**config.mk**
```make
export PLATFORM = sky130hd
export DESIGN_NAME = add_share_arb
export DESIGN_NICKNAME = d
export VERILOG_FILES = /design/src/rtl/add_share_arb.sv
export SDC_FILE = /design/constraint.sdc
export NUM_CORES = 1
export LEC_CHECK = 0
export CAP_MARGIN = 25
export CORE_UTILIZATION = 40
export DETAILED_ROUTE_END_ITERATION = 12
export HOLD_SLACK_MARGIN = 0.02
export PLACE_DENSITY = 0.84
export SLEW_MARGIN = 25
export SYNTH_ARGS = -nofsm -noshare
export SYNTH_HDL_FRONTEND = slang
export SYNTH_SLANG_ARGS = --single-unit
```
**constraint.sdc**
```tcl
create_clock -name clk -period 4.1 [get_ports clk]
set_input_delay 0.82 -clock clk [delete_from_list [all_inputs] [get_ports clk]]
set_output_delay 0.82 -clock clk [all_outputs]
set_load 0.05 [all_outputs]
```
**src/rtl/add_share_arb.sv**
```systemverilog
// add_share_arb: round-robin arbiter sharing one WIDTH-bit adder among NREQ
// requesters. The winning operand pair is added and the result is held in a
// one-deep response register drained through a valid/ready handshake.
// Optional feature macro: ADD_SHARE_ARB_OVF_EN adds rsp_ovf, the signed
// overflow flag of the registered addition.
module add_share_arb #(
   parameter int NREQ  = 4,
   parameter int IDW   = 2,
   parameter int WIDTH = 32
) (
   input  logic                  clk,
   input  logic                  rst_n,
   input  logic [NREQ-1:0]       req,
   input  logic [NREQ*WIDTH-1:0] req_a,
   input  logic [NREQ*WIDTH-1:0] req_b,
   output logic [NREQ-1:0]       gnt,
   output logic                  rsp_valid,
   output logic [IDW-1:0]        rsp_id,
   output logic [WIDTH-1:0]      rsp_sum,
   output logic                  rsp_carry,
`ifdef ADD_SHARE_ARB_OVF_EN
   output logic                  rsp_ovf,
`endif
   input  logic                  rsp_ready
);

   // Unsigned wrap-around add; the extra top bit is the carry-out.
   function automatic logic [WIDTH:0] add_wrap(input logic [WIDTH-1:0] a,
                                               input logic [WIDTH-1:0] b);
      return {1'b0, a} + {1'b0, b};
   endfunction

`ifdef ADD_SHARE_ARB_OVF_EN
   // Two's-complement overflow: operands agree in sign, sum does not.
   function automatic logic signed_ovf(input logic signed [WIDTH-1:0] a,
                                       input logic signed [WIDTH-1:0] b,
                                       input logic signed [WIDTH-1:0] s);
      return (a[WIDTH-1] == b[WIDTH-1]) && (s[WIDTH-1] != a[WIDTH-1]);
   endfunction
`endif

   logic [WIDTH-1:0] a_arr [NREQ];
   logic [WIDTH-1:0] b_arr [NREQ];
   logic [IDW-1:0]   ptr;
   logic [IDW-1:0]   win;
   logic             accept;
   logic [WIDTH:0]   add_res;

   logic             vld_p1;
   logic [IDW-1:0]   id_p1;
   logic [WIDTH-1:0] sum_p1;
   logic             carry_p1;

   for (genvar i = 0; i < NREQ; i++) begin : g_unpack
      assign a_arr[i] = req_a[i*WIDTH +: WIDTH];
      assign b_arr[i] = req_b[i*WIDTH +: WIDTH];
   end

   // Nothing is granted during reset or while the result register is stuck.
   assign accept  = rst_n & (~vld_p1 | rsp_ready) & (|req);
   assign add_res = add_wrap(a_arr[win], b_arr[win]);

   // Cyclic search for the first requester at or above ptr.
   always_comb begin
      logic [IDW:0] cand;
      logic         found;
      cand  = '0;
      found = 1'b0;
      win   = '0;
      gnt   = '0;
      for (int k = 0; k < NREQ; k++) begin
         cand = {1'b0, ptr} + (IDW+1)'(k);
         if (cand >= (IDW+1)'(NREQ))
            cand = cand - (IDW+1)'(NREQ);
         if (!found && req[cand[IDW-1:0]]) begin
            found = 1'b1;
            win   = cand[IDW-1:0];
         end
      end
      if (accept)
         gnt[win] = 1'b1;
   end

   // Stage 1: capture the winner's sum, or drain/hold the response register.
   always_ff @(posedge clk or negedge rst_n) begin
      if (!rst_n) begin
         vld_p1   <= 1'b0;
         id_p1    <= '0;
         sum_p1   <= '0;
         carry_p1 <= 1'b0;
         ptr      <= '0;
      end else if (accept) begin
         vld_p1   <= 1'b1;
         id_p1    <= win;
         sum_p1   <= add_res[WIDTH-1:0];
         carry_p1 <= add_res[WIDTH];
         ptr      <= (win == IDW'(NREQ-1)) ? '0 : win + 1'b1;
      end else if (rsp_ready) begin
         vld_p1   <= 1'b0;
      end
   end

`ifdef ADD_SHARE_ARB_OVF_EN
   logic ovf_p1;

   // Stage 1 overflow flag, captured and held together with the sum.
   always_ff @(posedge clk or negedge rst_n) begin
      if (!rst_n)
         ovf_p1 <= 1'b0;
      else if (accept)
         ovf_p1 <= signed_ovf(a_arr[win], b_arr[win], add_res[WIDTH-1:0]);
   end

   assign rsp_ovf = ovf_p1;
`endif

   assign rsp_valid = vld_p1;
   assign rsp_id    = id_p1;
   assign rsp_sum   = sum_p1;
   assign rsp_carry = carry_p1;

endmodule

```
==> flow_metrics.py <==
metrics = {
    "floorplanning": {
        "dieHeight_um": 117,
        "top_level_ports": 303,
        "initial_utilization": 0.416,
        "rows": 41,
        "design.die.area_um2": 13700,
        "coreArea_um2": 12800,
        "fp.dieW_um": 117,
    },
    "final_layout": {
        "syn2layout_area_growth_pct": 92.1,
        "layout-drive-gt1-share": 0.189,
        "num-fill-cells": 892,
        "seqCellArea_um2": 951,
        "multi_input_area_um2": 4310,
        "final_cells": 1442,
        "final_net_count": 1568,
        "fin_area_um2": 10200,
    },
    "global_route": {
        "grt_pass1_vias": 7557,
        "antenna_found_initial": 2,
        "grt-ovfl-total": 0,
        "grt_max_degree": 39,
        "grt_usage": 0.350,
        "grt_pass1_wl_mm": 37.1,
    },
    "synthesis": {
        "synth.area.top_cells": "nand2_1 23%, dfrtp_1 18%, ha_1 8.5%",
        "yosysWarnings": 0,
        "yosysMostFrequentCell": "nand2_1",
        "synthesis.nets": 1149,
        "syn_area_um2": 5310,
        "synthArstFlopShare": 1.00,
        "synth_edf_count": 0,
        "syn_area_per_cell_um2": 6.26,
        "synth_commonest_cells": "331 x nand2_1, 69 x and3_1, 67 x a31oi_1",
        "synthCells": 849,
        "yosysTopAreaCellShare": 0.234,
        "synth_cell_types": 58,
        "yosys.area.top_type": "nand2_1",
        "ys_seq_elements": 38,
        "ys.flop_type": "dfrtp_1",
        "seq_area_frac_synth": 0.179,
    },
    "clocking": {
        "cts-buffers-inserted": 5,
        "clk_path_buf_depth": 2,
        "clock-sinks": 38,
        "clkTransAtPathRegs_ns": 0.06,
        "cts_root_buf": "clkbuf_16",
        "cts_tree": "yes",
        "htreeDepth": 2,
        "clock_latency_ns": 0.28,
    },
    "pwr": {
        "ir_worst_vdd_mv": 0.362,
        "power.leakage_uw": 0.00470,
        "pwr-share-seq": 0.082,
        "combPwrFrac": 0.872,
        "switchingPower_uw": 4190,
        "pwr-share-clk": 0.046,
        "p_per_area_nw_per_um2": 824,
        "p_int_uw": 4210,
        "swShare": 0.499,
    },
    "sta": {
        "slew-limit-headroom": 0.425,
        "worst_clock_skew_ns": 0.00427,
        "setup_slack_ns": 0.123,
        "final-max-slew-violation-count": 0,
        "max_freq_mhz": 251,
        "worstMarginPinSlew_ns": 0.861,
        "timing.final.crit_share": 0.970,
        "period_needed_ns": 3.98,
        "finalSetupViolCount": 0,
        "hold_viol": 0,
        "fin_hold_ws_ns": 0.484,
    },
    "critical_path": {
        "reg2regPathDepth": 19,
        "reg2reg_slack_ns": 0.20,
        "r2r_end": "rsp_sum[30]",
        "timing.rr.start": "ptr[1]",
        "path_class": "input pin to flop",
        "required_ns": 4.29,
        "start_kind": "input pin",
        "cp-end-kind": "flop",
        "critPathArrivalTime_ns": 4.17,
        "cp_max_fo": 7,
    },
    "route": {
        "drtAntennaViolNets": 0,
        "vias": 7915,
        "finalWirelength_mm": 24.8,
        "dr.first_iter.drc_count": 573,
        "drc": 0,
        "firstDrtPassIters": 6,
        "vias_per_cell": 5.49,
        "post_drt_wl_per_cell_um": 17.2,
    },
    "min_path": {
        "worstHoldEndpoint": "rsp_sum[21]",
        "worstHoldStart": "rsp_sum[21]",
        "hold_depth": 2,
        "worst_hold_path_type": "flop to flop",
    },
    "place": {
        "place_congestion": 1.02,
        "port_buffers": 302,
        "dpl.cell_count": 1412,
        "dp_hpwl_mm": 19.3,
        "dp_slack_ns": -0.534,
        "dpl-instance-area_um2": 9540,
    },
    "run_status": {
        "status": "finished, final reports clean",
    },
    "run": {
        "cap_violations": 0,
    },
}
[repair_timing]
action | in CTS | in global routing
buffers inserted | 7 | 10
hold buffers | 0 | 0
gates cloned | 3 | 1
pin swaps | 11 | 16
endpoints found under the setup margin | 20 | 23
resized for setup | 34 | 30
[kinds of logic after synthesis]
family / count (synthesis) / synth area share
and+or+nand+nor: 474 / 0.390
xor gates and xnor gates: 22 / 0.0363
AOI/OAI and AO/OA: 207 / 0.252
DFF: 38 / 0.179
adders and majority gates: 37 / 0.0885
muxes: 1 / 0.00188
buffers and inverters: 70 / 0.0523
[worst max-delay path by stage]
stage	startpoint	end	slack, ns	depth (start not counted)
floorplan	req[2]	rsp_sum[30]	0.04	19
global placement	req[2]	rsp_sum[29]	-0.53	19
detailed placement	req[2]	rsp_sum[29]	-0.53	19
CTS	req[2]	rsp_sum[28]	-0.03	18
global route	req[2]	rsp_sum[31]	-0.03	21
finish	req[2]	rsp_sum[30]	0.12	18
[power by group through the flow]
stage	registers [uW]	clock network, uW	logic, uW
4_1_cts	681	390	6910
3_3_place_gp	672	0	6460
2_1_floorplan	1230	0	3110
6_report	687	391	7330
5_1_grt	706	412	7890
3_5_place_dp	682	0	6570
[metrics by stage]
stage,power (uW),TNS (ns),util
6_report,8410,0,0.799
3_5_place_dp,7260,-8.31,0.747
2_1_floorplan,4340,0,-
4_1_cts,7980,-0.0770,0.781
3_3_place_gp,7140,-6.76,0.747
5_1_grt,9010,-0.0619,0.799
[sequential cells by signal, summed over array words and instances, names as in the netlist]
signal	flops
rsp_id	2
rsp_carry	1
ptr	2
rsp_valid	1
rsp_sum	32
[layer usage]
layer | GRT usage | wire [um] | vias to the layer above
met1 | 0.434 | 10200 | 3657
li1 | - | - | 3818
met5 | 0 | 0 | -
met2 | 0.607 | 12000 | 357
met3 | 0.0505 | 1550 | 83
met4 | 0.145 | 1070 | 0
[placed cells by master (no fill, tap or decap), types with 7 or more instances in the layout]
| master | synthesis | routed |
|---|---|---|
| nor3_1 | 7 | 7 |
| a21oi_1 | 41 | 32 |
| o21ai_0 | 28 | 26 |
| dfrtp_1 | 38 | 38 |
| xnor2_1 | 10 | 10 |
| nand2_1 | 331 | 330 |
| a21o_1 | 9 | 9 |
| o21ai_1 | 11 | 10 |
| nand4_1 | 10 | 10 |
| buf_12 | 0 | 12 |
| inv_1 | 9 | 8 |
| buf_4 | 0 | 152 |
| a21oi_2 | 4 | 13 |
| and3_1 | 69 | 69 |
| xor2_1 | 12 | 11 |
| nor2_1 | 23 | 23 |
| a31oi_2 | 0 | 12 |
| a31oi_1 | 67 | 53 |
| clkdlybuf4s50_1 | 0 | 293 |
| nand3_1 | 10 | 10 |
| and2_1 | 8 | 7 |
| ha_1 | 36 | 33 |
[worst max-delay path: stages]
cell and delay [ns]:
dlymetal6s2s_1 0.14, buf_4 0.14, a31oi_1 0.17, and2_4 0.23
buf_12 0.12, clkinv_8 0.06, buf_4 0.14, nand2_1 0.06
a31oi_1 0.10, ha_2 0.23, fa_2 0.42, a21oi_2 0.18
o21ai_2 0.08, a211o_2 0.32, a311o_1 0.35, a41o_1 0.27
o21a_1 0.18, o31ai_2 0.16
[cell type report]
cell class	instances	area share
repair buffers	471	0.443
clock buffers	6	0.0136
diodes	1	0.000245
flip-flops and latches	38	0.0932
inverters	10	0.00490
clock inverters	2	0.00123
repair inverters	1	0.000858
multi-input cells	741	0.422
well taps	172	0.0211
(Power assumes the default switching activity.)
